File: config.mk
export PLATFORM = sky130hd
export DESIGN_NAME = buf_byte_sender
export DESIGN_NICKNAME = d
export VERILOG_FILES = /design/src/rtl/tsc_pkg.sv /design/src/rtl/word_fifo.sv /design/src/rtl/buf_byte_sender.sv
export SDC_FILE = /design/constraint.sdc
export NUM_CORES = 1
export LEC_CHECK = 0
export ABC_AREA = 1
export CAP_MARGIN = 0
export CORE_ASPECT_RATIO = 1.2
export CORE_MARGIN = 4
export CORE_UTILIZATION = 30
export CTS_BUF_LIST = sky130_fd_sc_hd__clkbuf_16
export DETAILED_ROUTE_END_ITERATION = 10
export PLACE_DENSITY = 0.58
export SYNTH_ARGS = -nofsm -noshare
export SYNTH_HDL_FRONTEND = slang
export SYNTH_SLANG_ARGS = --single-unit
File: constraint.sdc
create_clock -name clk -period 8.2 [get_ports clk]
set_input_delay 0.82 -clock clk [delete_from_list [all_inputs] [get_ports clk]]
set_output_delay 0.82 -clock clk [all_outputs]
set_load 0.02 [all_outputs]
File: src/rtl/tsc_pkg.sv
// Shared constants, FSM state type and byte-select helper for the timestamp capture/sender blocks.
// Pure declarations: no latency, no flow control.
package tsc_pkg;

    localparam int WORD_W         = 32;
    localparam int BYTE_W         = 8;
    localparam int BYTES_PER_WORD = WORD_W / BYTE_W;

    localparam logic [BYTE_W-1:0] SYNC_BYTE_DEF = 8'hA5;

    typedef enum logic [1:0] {
        ST_IDLE,
        ST_HEADER,
        ST_DATA,
        ST_CHECKSUM
    } tx_state_e;

    // Index 0 selects the most significant byte so words go out MSB-first.
    function automatic logic [BYTE_W-1:0] word_byte(input logic [WORD_W-1:0] w,
                                                    input logic [1:0] idx);
        logic [BYTE_W-1:0] b;
        case (idx)
            2'd0:    b = w[31:24];
            2'd1:    b = w[23:16];
            2'd2:    b = w[15:8];
            default: b = w[7:0];
        endcase
        return b;
    endfunction

endpackage

File: src/rtl/word_fifo.sv
// Synchronous FIFO with extra-bit pointers; read data is the combinational head entry.
// Push is ignored when full, pop is ignored when empty; o_full_nxt gives next-cycle fullness.
module word_fifo #(
    parameter int WIDTH = 33,
    parameter int DEPTH = 4
)(
    input  logic             clk,
    input  logic             reset,
    input  logic             i_push,
    input  logic [WIDTH-1:0] i_push_dat,
    input  logic             i_pop,
    output logic [WIDTH-1:0] o_pop_dat,
    output logic             o_full,
    output logic             o_empty,
    output logic             o_full_nxt
);

    localparam int AW = $clog2(DEPTH);

    logic [WIDTH-1:0] r_mem [DEPTH];
    logic [AW:0]      r_wr_ptr;
    logic [AW:0]      r_rd_ptr;
    logic [AW:0]      w_wr_nxt;
    logic [AW:0]      w_rd_nxt;
    logic             w_push_ok;
    logic             w_pop_ok;

    assign o_full    = (r_wr_ptr[AW] != r_rd_ptr[AW]) && (r_wr_ptr[AW-1:0] == r_rd_ptr[AW-1:0]);
    assign o_empty   = (r_wr_ptr == r_rd_ptr);
    assign w_push_ok = i_push && !o_full;
    assign w_pop_ok  = i_pop && !o_empty;
    assign w_wr_nxt  = r_wr_ptr + {{AW{1'b0}}, w_push_ok};
    assign w_rd_nxt  = r_rd_ptr + {{AW{1'b0}}, w_pop_ok};
    assign o_full_nxt = (w_wr_nxt[AW] != w_rd_nxt[AW]) && (w_wr_nxt[AW-1:0] == w_rd_nxt[AW-1:0]);
    assign o_pop_dat = r_mem[r_rd_ptr[AW-1:0]];

    always_ff @(posedge clk) begin
        if (reset) begin
            r_wr_ptr <= '0;
            r_rd_ptr <= '0;
        end else begin
            r_wr_ptr <= w_wr_nxt;
            r_rd_ptr <= w_rd_nxt;
        end
    end

    always_ff @(posedge clk) begin
        if (w_push_ok) begin
            r_mem[r_wr_ptr[AW-1:0]] <= i_push_dat;
        end
    end

endmodule

File: src/rtl/buf_byte_sender.sv
// Frames buffered timestamp words as SYNC, data bytes MSB-first, XOR checksum; header 2 cycles after first push.
// word_ready is registered !full; tx_byte holds while tx_ready is low; back-to-back words within a frame have no bubbles.
module buf_byte_sender
    import tsc_pkg::*;
#(
    parameter int                FIFO_DEPTH = 4,
    parameter logic [BYTE_W-1:0] SYNC_BYTE  = SYNC_BYTE_DEF
)(
    input  logic              clk,
    input  logic              reset,
    input  logic [WORD_W-1:0] word_data,
    input  logic              word_valid,
    input  logic              word_last,
    output logic              word_ready,
    output logic [BYTE_W-1:0] tx_byte,
    output logic              tx_valid,
    input  logic              tx_ready,
    output logic              frame_done,
    output logic              busy
);

    tx_state_e         r_state;
    logic [WORD_W-1:0] r_word;
    logic              r_last;
    logic [1:0]        r_idx;
    logic [BYTE_W-1:0] r_csum;
    logic [BYTE_W-1:0] r_tx_byte;
    logic              r_tx_valid;
    logic              r_frame_done;
    logic              r_word_ready;

    logic              w_push;
    logic              w_pop;
    logic [WORD_W:0]   w_head;
    logic              w_full;
    logic              w_empty;
    logic              w_full_nxt;
    logic              w_xfer;

    assign w_push     = word_valid && r_word_ready;
    assign w_xfer     = r_tx_valid && tx_ready;
    assign word_ready = r_word_ready;
    assign tx_byte    = r_tx_byte;
    assign tx_valid   = r_tx_valid;
    assign frame_done = r_frame_done;
    assign busy       = (r_state != ST_IDLE) || !w_empty;

    word_fifo #(
        .WIDTH (WORD_W + 1),
        .DEPTH (FIFO_DEPTH)
    ) u_fifo (
        .clk        (clk),
        .reset      (reset),
        .i_push     (w_push),
        .i_push_dat ({word_last, word_data}),
        .i_pop      (w_pop),
        .o_pop_dat  (w_head),
        .o_full     (w_full),
        .o_empty    (w_empty),
        .o_full_nxt (w_full_nxt)
    );

    // Pop exactly when the FSM below loads a new word into r_word.
    always_comb begin
        w_pop = 1'b0;
        case (r_state)
            ST_HEADER: w_pop = w_xfer;
            ST_DATA: begin
                if (r_tx_valid) begin
                    w_pop = w_xfer && (r_idx == 2'd3) && !r_last && !w_empty;
                end else begin
                    w_pop = !w_empty;
                end
            end
            default: w_pop = 1'b0;
        endcase
    end

    always_ff @(posedge clk) begin
        if (reset) begin
            r_word_ready <= 1'b0;
        end else begin
            r_word_ready <= !w_full_nxt;
        end
    end

    always_ff @(posedge clk) begin
        if (reset) begin
            r_state      <= ST_IDLE;
            r_word       <= '0;
            r_last       <= 1'b0;
            r_idx        <= 2'd0;
            r_csum       <= '0;
            r_tx_byte    <= '0;
            r_tx_valid   <= 1'b0;
            r_frame_done <= 1'b0;
        end else begin
            r_frame_done <= 1'b0;
            case (r_state)
                ST_IDLE: begin
                    if (!w_empty) begin
                        r_state    <= ST_HEADER;
                        r_csum     <= '0;
                        r_tx_byte  <= SYNC_BYTE;
                        r_tx_valid <= 1'b1;
                    end
                end
                ST_HEADER: begin
                    if (w_xfer) begin
                        r_state    <= ST_DATA;
                        r_word     <= w_head[WORD_W-1:0];
                        r_last     <= w_head[WORD_W];
                        r_idx      <= 2'd0;
                        r_tx_byte  <= word_byte(w_head[WORD_W-1:0], 2'd0);
                        r_tx_valid <= 1'b1;
                    end
                end
                ST_DATA: begin
                    if (r_tx_valid) begin
                        if (w_xfer) begin
                            r_csum <= r_csum ^ r_tx_byte;
                            if (r_idx == 2'd3) begin
                                if (r_last) begin
                                    r_state   <= ST_CHECKSUM;
                                    r_tx_byte <= r_csum ^ r_tx_byte;
                                end else if (!w_empty) begin
                                    r_word    <= w_head[WORD_W-1:0];
                                    r_last    <= w_head[WORD_W];
                                    r_idx     <= 2'd0;
                                    r_tx_byte <= word_byte(w_head[WORD_W-1:0], 2'd0);
                                end else begin
                                    r_tx_valid <= 1'b0;
                                end
                            end else begin
                                r_idx     <= r_idx + 2'd1;
                                r_tx_byte <= word_byte(r_word, r_idx + 2'd1);
                            end
                        end
                    end else if (!w_empty) begin
                        // Starved mid-frame: resume as soon as the next word lands.
                        r_word     <= w_head[WORD_W-1:0];
                        r_last     <= w_head[WORD_W];
                        r_idx      <= 2'd0;
                        r_tx_byte  <= word_byte(w_head[WORD_W-1:0], 2'd0);
                        r_tx_valid <= 1'b1;
                    end
                end
                ST_CHECKSUM: begin
                    if (w_xfer) begin
                        r_state      <= ST_IDLE;
                        r_tx_valid   <= 1'b0;
                        r_frame_done <= 1'b1;
                    end
                end
                default: r_state <= ST_IDLE;
            endcase
        end
    end

endmodule

---- After elaboration in Yosys (flattened, before gate mapping) ----
Memories as Yosys holds them, arrays and structs flattened. A register that Yosys moved wholly into a read port is not among the register bits.
Index checks and enable logic that the tools add are counted.
storage, ports and cells
  register bits ........................... 62
  bits in writable memories ............... 132
  word-level logic and storage cells ...... 125
  output and inout port bits .............. 12
  memories kept ........................... 1
  bits of input ports ..................... 37
cells by class
  muxes and demuxes ....................... 57
  add/subtract/negate cells ............... 3
  reduce and logical (&&, ||, !) cells .... 28
  equal/unequal tests ..................... 23
  bitwise gates (word level) .............. 2
memory list
  memory        words  width  read ports  clocked after Yosys merged registers in  wr ports  line             text
  u_fifo.r_mem  4      33     1           1                                        1         word_fifo.sv:20  logic [WIDTH-1:0] r_mem [DEPTH];
operators with widths
  cell                  number
  $mux W32              6
  $mux W8               10
  $pmux W32 S2          1
  $pmux W8 S3           2
  $mux W2               13
  $mux W1               19
  $pmux W8 S2           1
  $ne A2 B2 Y1 const B  7
  $ne A3 B3 Y1 const B  4
  $reduce_and A4 Y1     3
  $reduce_and A5 Y1     2
  $logic_and A1 B1 Y1   9
  $eq A2 B2 Y1 const B  4
  $pmux W2 S4           1
  $xor A8 B8 Y8         1
  $reduce_and A7 Y1     1
  $add A3 B1 Y3         2
  $reduce_bool A2 Y1    3
  $eq A2 B1 Y1 const B  2
  $eq A2 B2 Y1          2
  $logic_not A1 Y1      4
  $logic_not A2 Y1      2
  $ne A4 B4 Y1 const B  1
  $pmux W1 S2           2
  10 further kinds      11

---- Longest topological paths before layout ----
Gate-level depths: netlist of the first run.
  word-level depth ........................ 11
  gate-level depth with buffers ........... 12
  gate-level depth less buffers ........... 12

---- By module ----
Synthesis of the first run repeated with hierarchy kept, for this count alone.
second synthesis, totals
  cell total of the unflattened synthesis .. 828
  area total of the unflattened synthesis .. 8363.0 µm²
by module, submodules not included
  module           instances  seq. area each (µm²)  area each (µm²)  cells an instance
  word_fifo        1          4083.9                5338.9           378
  buf_byte_sender  1          1121.1                3024.2           450

---- Worst setup path before layout of the first run ----
OpenSTA, ideal clock, no wires.
  path type ............................... input-to-reg
  start ................................... in word_valid
  end ..................................... mem u_fifo.r_mem[1][0], enable pin
  required time ........................... 7.735 ns
  setup time .............................. 0.465 ns
  arrival ................................. 3.252 ns
  cell stages on the path ................. 2
  path slack .............................. 4.483 ns
  buffers on the path ..................... 0
  path through ............................ nand3_1 > nor3_1
on the way
  word-level cells in the longest chain between the ends .. 4
RTL lines
  element                        line                   text
  start, declared                buf_byte_sender.sv:12  input logic word_valid,
  $logic_and A1 B1 Y1            buf_byte_sender.sv:40  assign w_push = word_valid && r_word_ready;
  $logic_and A1 B1 Y1            word_fifo.sv:30        assign w_push_ok = i_push && !o_full;
  $mux W1                        word_fifo.sv:48        if (w_push_ok) begin
  $mux W1 (implied by the code)  word_fifo.sv:49        r_mem[r_wr_ptr[AW-1:0]] <= i_push_dat;
  end, declared                  word_fifo.sv:20
No other way between the ends.

---- Worst setup path after layout of the first run ----
  start ................................... reg u_fifo.r_rd_ptr[1]
  end ..................................... out busy
on the way
  word-level cells in the longest chain between the ends .. 3
RTL lines
  element                 line                   text
  start, declared         word_fifo.sv:22        logic [AW:0] r_rd_ptr;
  start signal, assigned  word_fifo.sv:43        r_rd_ptr <= w_rd_nxt;
  $eq A3 B3 Y1            word_fifo.sv:29        assign o_empty = (r_wr_ptr == r_rd_ptr);
  $logic_not A1 Y1        buf_byte_sender.sv:46  assign busy = (r_state != ST_IDLE) || !w_empty;
  $logic_or A1 B1 Y1      buf_byte_sender.sv:46
  end, declared           buf_byte_sender.sv:19  output logic busy
No other way between the ends.

==> reports/metrics.cfg, run 1 <==
[sta]
max_freq_mhz = 293
setup_tns_ns = 0
slew_violations = 0
clock_skew_ns = 0.0118
worst_pin_slew_ns = 1.08
fin_ws_ns = 4.79
rsz0062_at_grt = no
min_period_ns = 3.41
setup_viol_count_final = 0
finalHoldViolCount = 0
fin_crit_sh_pct = 41.6
relSlewSlack_pct = 28.2

[layout]
final_cell_count_no_fill = 1141
num-nets-final = 849
syn_to_final_growth_pct = 16.3
layout-drive-gt1-share_pct = 6.91
num_antenna_cells = 0
final_util_pct = 35.8

[detailed_routing]
ant_nets = 0
vias = 5366
wire_per_inst_um = 15.9
wirelength_mm = 18.2
drt-initial-drc-count = 411
firstDrtPassIters = 4
drc = 0
viasPerCell = 4.70

[floorplanning]
rows = 64
die_area_sq_um = 29100
design.core.area_sq_um = 25800
start_util_pct = 30.8
io_pins = 49
die_h_um = 186
die_x_um = 156

[setup_path]
worstPathMaxFanout = 30
r2r_cells = 8
timing.rr.start = u_fifo.r_rd_ptr[1]$_SDFF_PP0_
cp-start-kind = flop
arrival_ns = 2.59
worstPathRequired_ns = 7.38
r2r_slack_ns = 5.55
worstSetupEndpointType = primary output
regToRegEndpoint = u_fifo.r_mem[3][24]$_DFFE_PP_
worstSetupPathType = flop to primary output

[logic_synthesis]
synth_ff_type = edfxtp_1
synth_edf_count = 132
synth_warnings = 0
syn_inst = 765
syn_nets = 815
ys_top_cells_by_area = edfxtp_1 50%, dfxtp_1 14%, nor2_1 5.9%
synth_top_area_cell = edfxtp_1
avgSynthCellArea_sq_um = 10.4
netlist_area_sq_um = 7940
async_flop_share_pct = 0
synth_top_cell_area_share_pct = 50.0
synth_seq_cells = 186
yosysSeqAreaShare_pct = 63.6
synth_cell_type_count = 37

[min_path]
hold_path_class = flop to flop
hold_depth = 2
hold_end = r_csum[4]$_SDFFE_PP0P_
min-delay-start = r_csum[4]$_SDFFE_PP0P_

[placement]
portBuffers = 48
hpwl_mm = 11.3
pre_cts_ws_ns = 5.10
place_congestion = 0.817
place_inst = 1110

[pwr]
total_power_w = 0.00263
power_leakage_nw = 3.33
p_per_area_nw_per_um2 = 285
irDropWorstVdd_v = 0.000116

[global_routing]
grt_antenna_before_repair = 0
grt_use_met3_pct = 2.64
grt_use_total_pct = 12.7
grt_pass1_wl_mm = 28.6
grt_max_degree = 70
grt_use_met1_pct = 15.7
met2_usage_pct = 21.8
grt_overflow = 0
grt_pass1_vias = 5371
grt_busiest_layer = met2

[clock_network]
tritoncts = built
cts_max_level = 4
cts_root_buf = clkbuf_16
cts_resized = 0
cts_setup_buffers = 0
cts.reportedPaths.clkPinSlew_ns = 0.07
cts.sinks = 186
clock_path_buffers = 2
holdBufCountCts = 0
numCtsBuffers = 17
clock_latency_ns = 0.43

[job]
cap_violations = 0

[outcome]
outcome = completed

==> flip-flops by register name, summed over array words and instances (netlist names) <==
signal	cells
r_last	1
r_csum	8
r_word	24
tx_byte	8
tx_valid	1
frame_done	1
r_state	2
u_fifo.r_wr_ptr	3
u_fifo.r_rd_ptr	3
word_ready	1
u_fifo.r_mem	132
r_idx	2
==> per-layer routing <==
metal	part of all wire, %	vias to the layer above
li1	-	2709
met1	45	2535
met2	50	99
met3	3.9	23
met4	1.9	0
met5	0	-
==> power by group <==
| part | total [W] | switching [W] | leakage (nW) | internal [W] |
|---|---|---|---|---|
| logic | 0.000672 | 0.000430 | 1.41 | 0.000242 |
| registers | 0.00119 | 0.0000792 | 1.64 | 0.00111 |
| clock network | 0.000768 | 0.000330 | 0.274 | 0.000438 |
| total | 0.00263 | 0.000840 | 3.33 | 0.00179 |
==> metrics by stage <==
step / hold WS (ns) / cell area, sq um
detailed placement: 0.473 / 8690
finish: 0.481 / 9230
CTS: 0.484 / 9230
global route: 0.516 / 9230
global placement: 0.465 / 8690
floorplan: 0.452 / 7940
==> cell usage after synthesis (all sizes together) (2+ instances only) <==
library cell / instances
clkbuf: 17
nand2: 123
o22ai: 3
a31oi: 23
inv: 43
dfxtp: 54
xor2: 5
nor2: 126
a22o: 7
ha: 13
nor3: 10
a21oi: 30
nand3: 36
o21ai: 96
o211a: 2
edfxtp: 132
buf: 25
o211ai: 7
xnor2: 8
==> worst max-delay path by stage <==
stage          slack, ns                           from                            to
5_1_grt             4.60  u_fifo.r_rd_ptr[0]$_SDFF_PP0_                          busy
4_1_cts             4.75  u_fifo.r_rd_ptr[1]$_SDFF_PP0_                          busy
3_5_place_dp        5.10                       tx_ready         word_ready$_SDFF_PP0_
2_1_floorplan       4.48                     word_valid  u_fifo.r_mem[1][0]$_DFFE_PP_
3_3_place_gp        5.17                       tx_ready         word_ready$_SDFF_PP0_
6_report            4.79  u_fifo.r_rd_ptr[1]$_SDFF_PP0_                          busy
==> cell families (layout without fill, tap and decap cells) <==
group / after synthesis / in the layout / synth area share (%)
flops: 186 / 186 / 63.6
xor+xnor: 13 / 13 / 1.43
compound gates: 172 / 172 / 12.2
simple gates: 296 / 296 / 15.8
fa+ha+maj: 13 / 13 / 2.05
buf+inv: 85 / 131 / 4.97
==> layout make-up <==
cell class              count  area [sq um]
multi-input cells         494          2520
flip-flops and latches    186          5050
fillers                  2549         16600
repair buffers             57           548
well taps                 330           413
clock inverters            14           119
inverters                  43           164
clock buffers              17           425
==> layout by cell type, fill, tap and decap left out, drive strengths merged, types with 5 or more instances in the layout <==
cell type      instances
nand3                 36
clkbuf                17
xor2                   5
buf                    9
nor3                  10
clkinv                 6
nand2                123
o211ai                 7
clkdlybuf4s50         48
a22o                   7
nor2                 126
a31oi                 23
inv                   47
a21oi                 30
o21ai                 96
ha                    13
edfxtp               132
dfxtp                 54
xnor2                  8
==> critical path, stage by stage, from the launching register on <==
cell             delay [ns]
dfxtp_1                0.56
buf_4                  0.44
inv_1                  0.11
nand2_1                0.09
nand2_2                0.08
nand2_4                0.10
nor2_8                 0.07
nand2_4                0.10
clkdlybuf4s50_1        0.60
No activity file was read; power rests on OpenSTA's default activity.
==> run 2: changes to the inputs <==
Clock period 8.2 ns to 3.25 ns, I/O delays scaled along.
==> run 2 against run 1 <==
Sequential power rose to 2.5 times the previous value. Non-clock buffer count rose by 2. Die area stayed put. Global-route usage is essentially flat. Via count grew 0.54%. Clock-buffer cell count unchanged. Total power rose to 2.6 times the previous value. Routed wire length is 1.1% lower. Largest cell class unchanged. Largest power group unchanged. Highest routed layer unchanged.
==> reports/metrics.cfg, run 2 (synthesis results as in run 1) <==
[outcome]
outcome = completed

[sta]
rsz0062_at_grt = no
hold_slack_ns = 0.484  ; +0.00243 ns
fin_crit_sh_pct = 76.6
slew_violations = 0  ; unchanged
worst_pin_slew_ns = 0.654  ; -0.422 ns
clock_skew_ns = 0.0109  ; -0.000877 ns
setup_viol_count_final = 0  ; unchanged
finalHoldViolCount = 0  ; unchanged
setup_tns_ns = 0  ; unchanged
max_freq_mhz = 402
relSlewSlack_pct = 56.4  ; +28 points
min_period_ns = 2.49

[global_routing]
grt_pass1_wl_mm = 28.6  ; -0.26%
grt_pass1_vias = 5286  ; -1.6%
grt_max_degree = 70  ; unchanged
grt_overflow = 0  ; unchanged
grt_use_total_pct = 12.7  ; -0.021 points
grt_antenna_before_repair = 0  ; unchanged

[clock_network]
holdBufCountCts = 0  ; unchanged
clock_path_buffers = 2  ; unchanged
cts.reportedPaths.clkPinSlew_ns = 0.07  ; about the same
cts.sinks = 186  ; unchanged
cts_setup_buffers = 0  ; unchanged
cts_max_level = 4  ; unchanged
numCtsBuffers = 17  ; unchanged
clock_latency_ns = 0.42  ; about the same
cts_root_buf = clkbuf_16
tritoncts = built
cts_resized = 0  ; unchanged

[layout]
largest_reg_flops = 132  ; unchanged
layout_commonest_cell = edfxtp_1
nFillCells = 2514  ; -1.4%
layout_common_cells = 132 x edfxtp_1, 124 x nor2_1, 113 x nand2_1
stdcell_area_sq_um = 9300  ; +0.77%
multi_input_area_sq_um = 2520  ; unchanged
final_cell_count_no_fill = 1144  ; +0.26%
layout-drive-gt1-share_pct = 7.74  ; +0.83 points
syn_to_final_growth_pct = 17.2
num_antenna_cells = 0  ; unchanged
ff_latch_area_sq_um = 5050  ; unchanged
num-nets-final = 851  ; +0.24%

[setup_path]
r2r_slack_ns = 1.02  ; -4.53 ns
worstPathRequired_ns = 2.92  ; -4.46 ns
worstPathMaxFanout = 16  ; -47%
timing.rr.start = r_state[1]$_SDFFE_PP0P_
cp-start-kind = flop
r2r_cells = 9  ; +1
worstSetupPathType = flop to primary output
regToRegEndpoint = word_ready$_SDFF_PP0_
worstSetupEndpointType = primary output
crit_path_start = u_fifo.r_rd_ptr[0]$_SDFF_PP0_
arrival_ns = 2.16  ; -0.43 ns

[detailed_routing]
vias = 5395  ; +0.54%
drc = 0  ; unchanged
firstDrtPassIters = 4  ; unchanged
ant_nets = 0  ; unchanged
drt-initial-drc-count = 329  ; -20%
wirelength_mm = 18.0  ; -1.1%
wire_per_inst_um = 15.7  ; -1.3%
viasPerCell = 4.72  ; +0.28%

[job]
cap_violations = 0  ; unchanged

[placement]
place_congestion = 0.816  ; about the same
place_area_sq_um = 8700  ; +0.17%
portBuffers = 48  ; unchanged
hpwl_mm = 11.1  ; -1.6%
place_inst = 1112  ; +0.18%

[min_path]
hold_end = r_word[23]$_SDFFE_PP0P_
hold_path_class = flop to flop
min-delay-start = r_word[23]$_SDFFE_PP0P_
hold_depth = 2  ; unchanged

[floorplanning]
rows = 64  ; unchanged
start_util_pct = 30.8  ; unchanged
io_pins = 49  ; unchanged
die_h_um = 186  ; unchanged
die_area_sq_um = 29100  ; unchanged
die_x_um = 156  ; unchanged
design.core.area_sq_um = 25800  ; unchanged

[pwr]
power_leakage_nw = 3.35  ; +0.79%
p_per_area_nw_per_um2 = 732  ; +160%
irDropWorstVdd_v = 0.000270  ; +130%

## run 2: how the worst max path moves through the flow
stage	to	cells after the start
4_1_cts	busy	6
5_1_grt	busy	6
3_5_place_dp	word_ready$_SDFF_PP0_	10
2_1_floorplan	u_fifo.r_mem[1][0]$_DFFE_PP_	6
6_report	busy	6
3_3_place_gp	word_ready$_SDFF_PP0_	10
## run 2: worst max-delay path, cell delays in order, from the launching register on
cell and delay (ns):
dfxtp_2 0.51, nand2_1 0.12, nand2_2 0.13, nand2_4 0.07, nor2_8 0.23, nand2_4 0.11, clkdlybuf4s50_1 0.55
## run 2: area by class of cell
| cell class | instances | area share (%) |
|---|---|---|
| inverters | 43 | 1.76 |
| multi-input cells | 494 | 27.0 |
| clock inverters | 15 | 1.88 |
| repair buffers | 59 | 6.05 |
| clock buffers | 17 | 4.57 |
| flip-flops and latches | 186 | 54.2 |
| well taps | 330 | 4.44 |
## run 2: power breakdown
| part | total [W] | switching (W) | internal (W) | leakage, nW |
|---|---|---|---|---|
| combinational | 0.00172 | 0.00110 | 0.000615 | 1.42 |
| sequential | 0.00300 | 0.000198 | 0.00280 | 1.64 |
| clock | 0.00209 | 0.000879 | 0.00121 | 0.290 |
## run 2: per-stage QoR
stage / power (W) / util (%) / setup slack [ns]
2_1_floorplan: 0.00434 / - / -0.330
3_3_place_gp: 0.00474 / 33.7 / 0.792
3_5_place_dp: 0.00476 / 33.7 / 0.740
4_1_cts: 0.00685 / 36.1 / 0.716
5_1_grt: 0.00719 / 36.1 / 0.605
6_report: 0.00681 / 36.1 / 0.761
## run 2: per-layer routing
| metal | vias up | global-route usage, % | share of wire, % | routed length [um] |
|---|---|---|---|---|
| met3 | 26 | 3.03 | 4.1 | 732 |
| met5 | - | 0 | 0 | 0 |
| met1 | 2549 | 15.9 | 45 | 8020 |
| met4 | 0 | 4.58 | 1.6 | 289 |
| li1 | 2719 | - | - | - |
| met2 | 101 | 21.4 | 50 | 8950 |
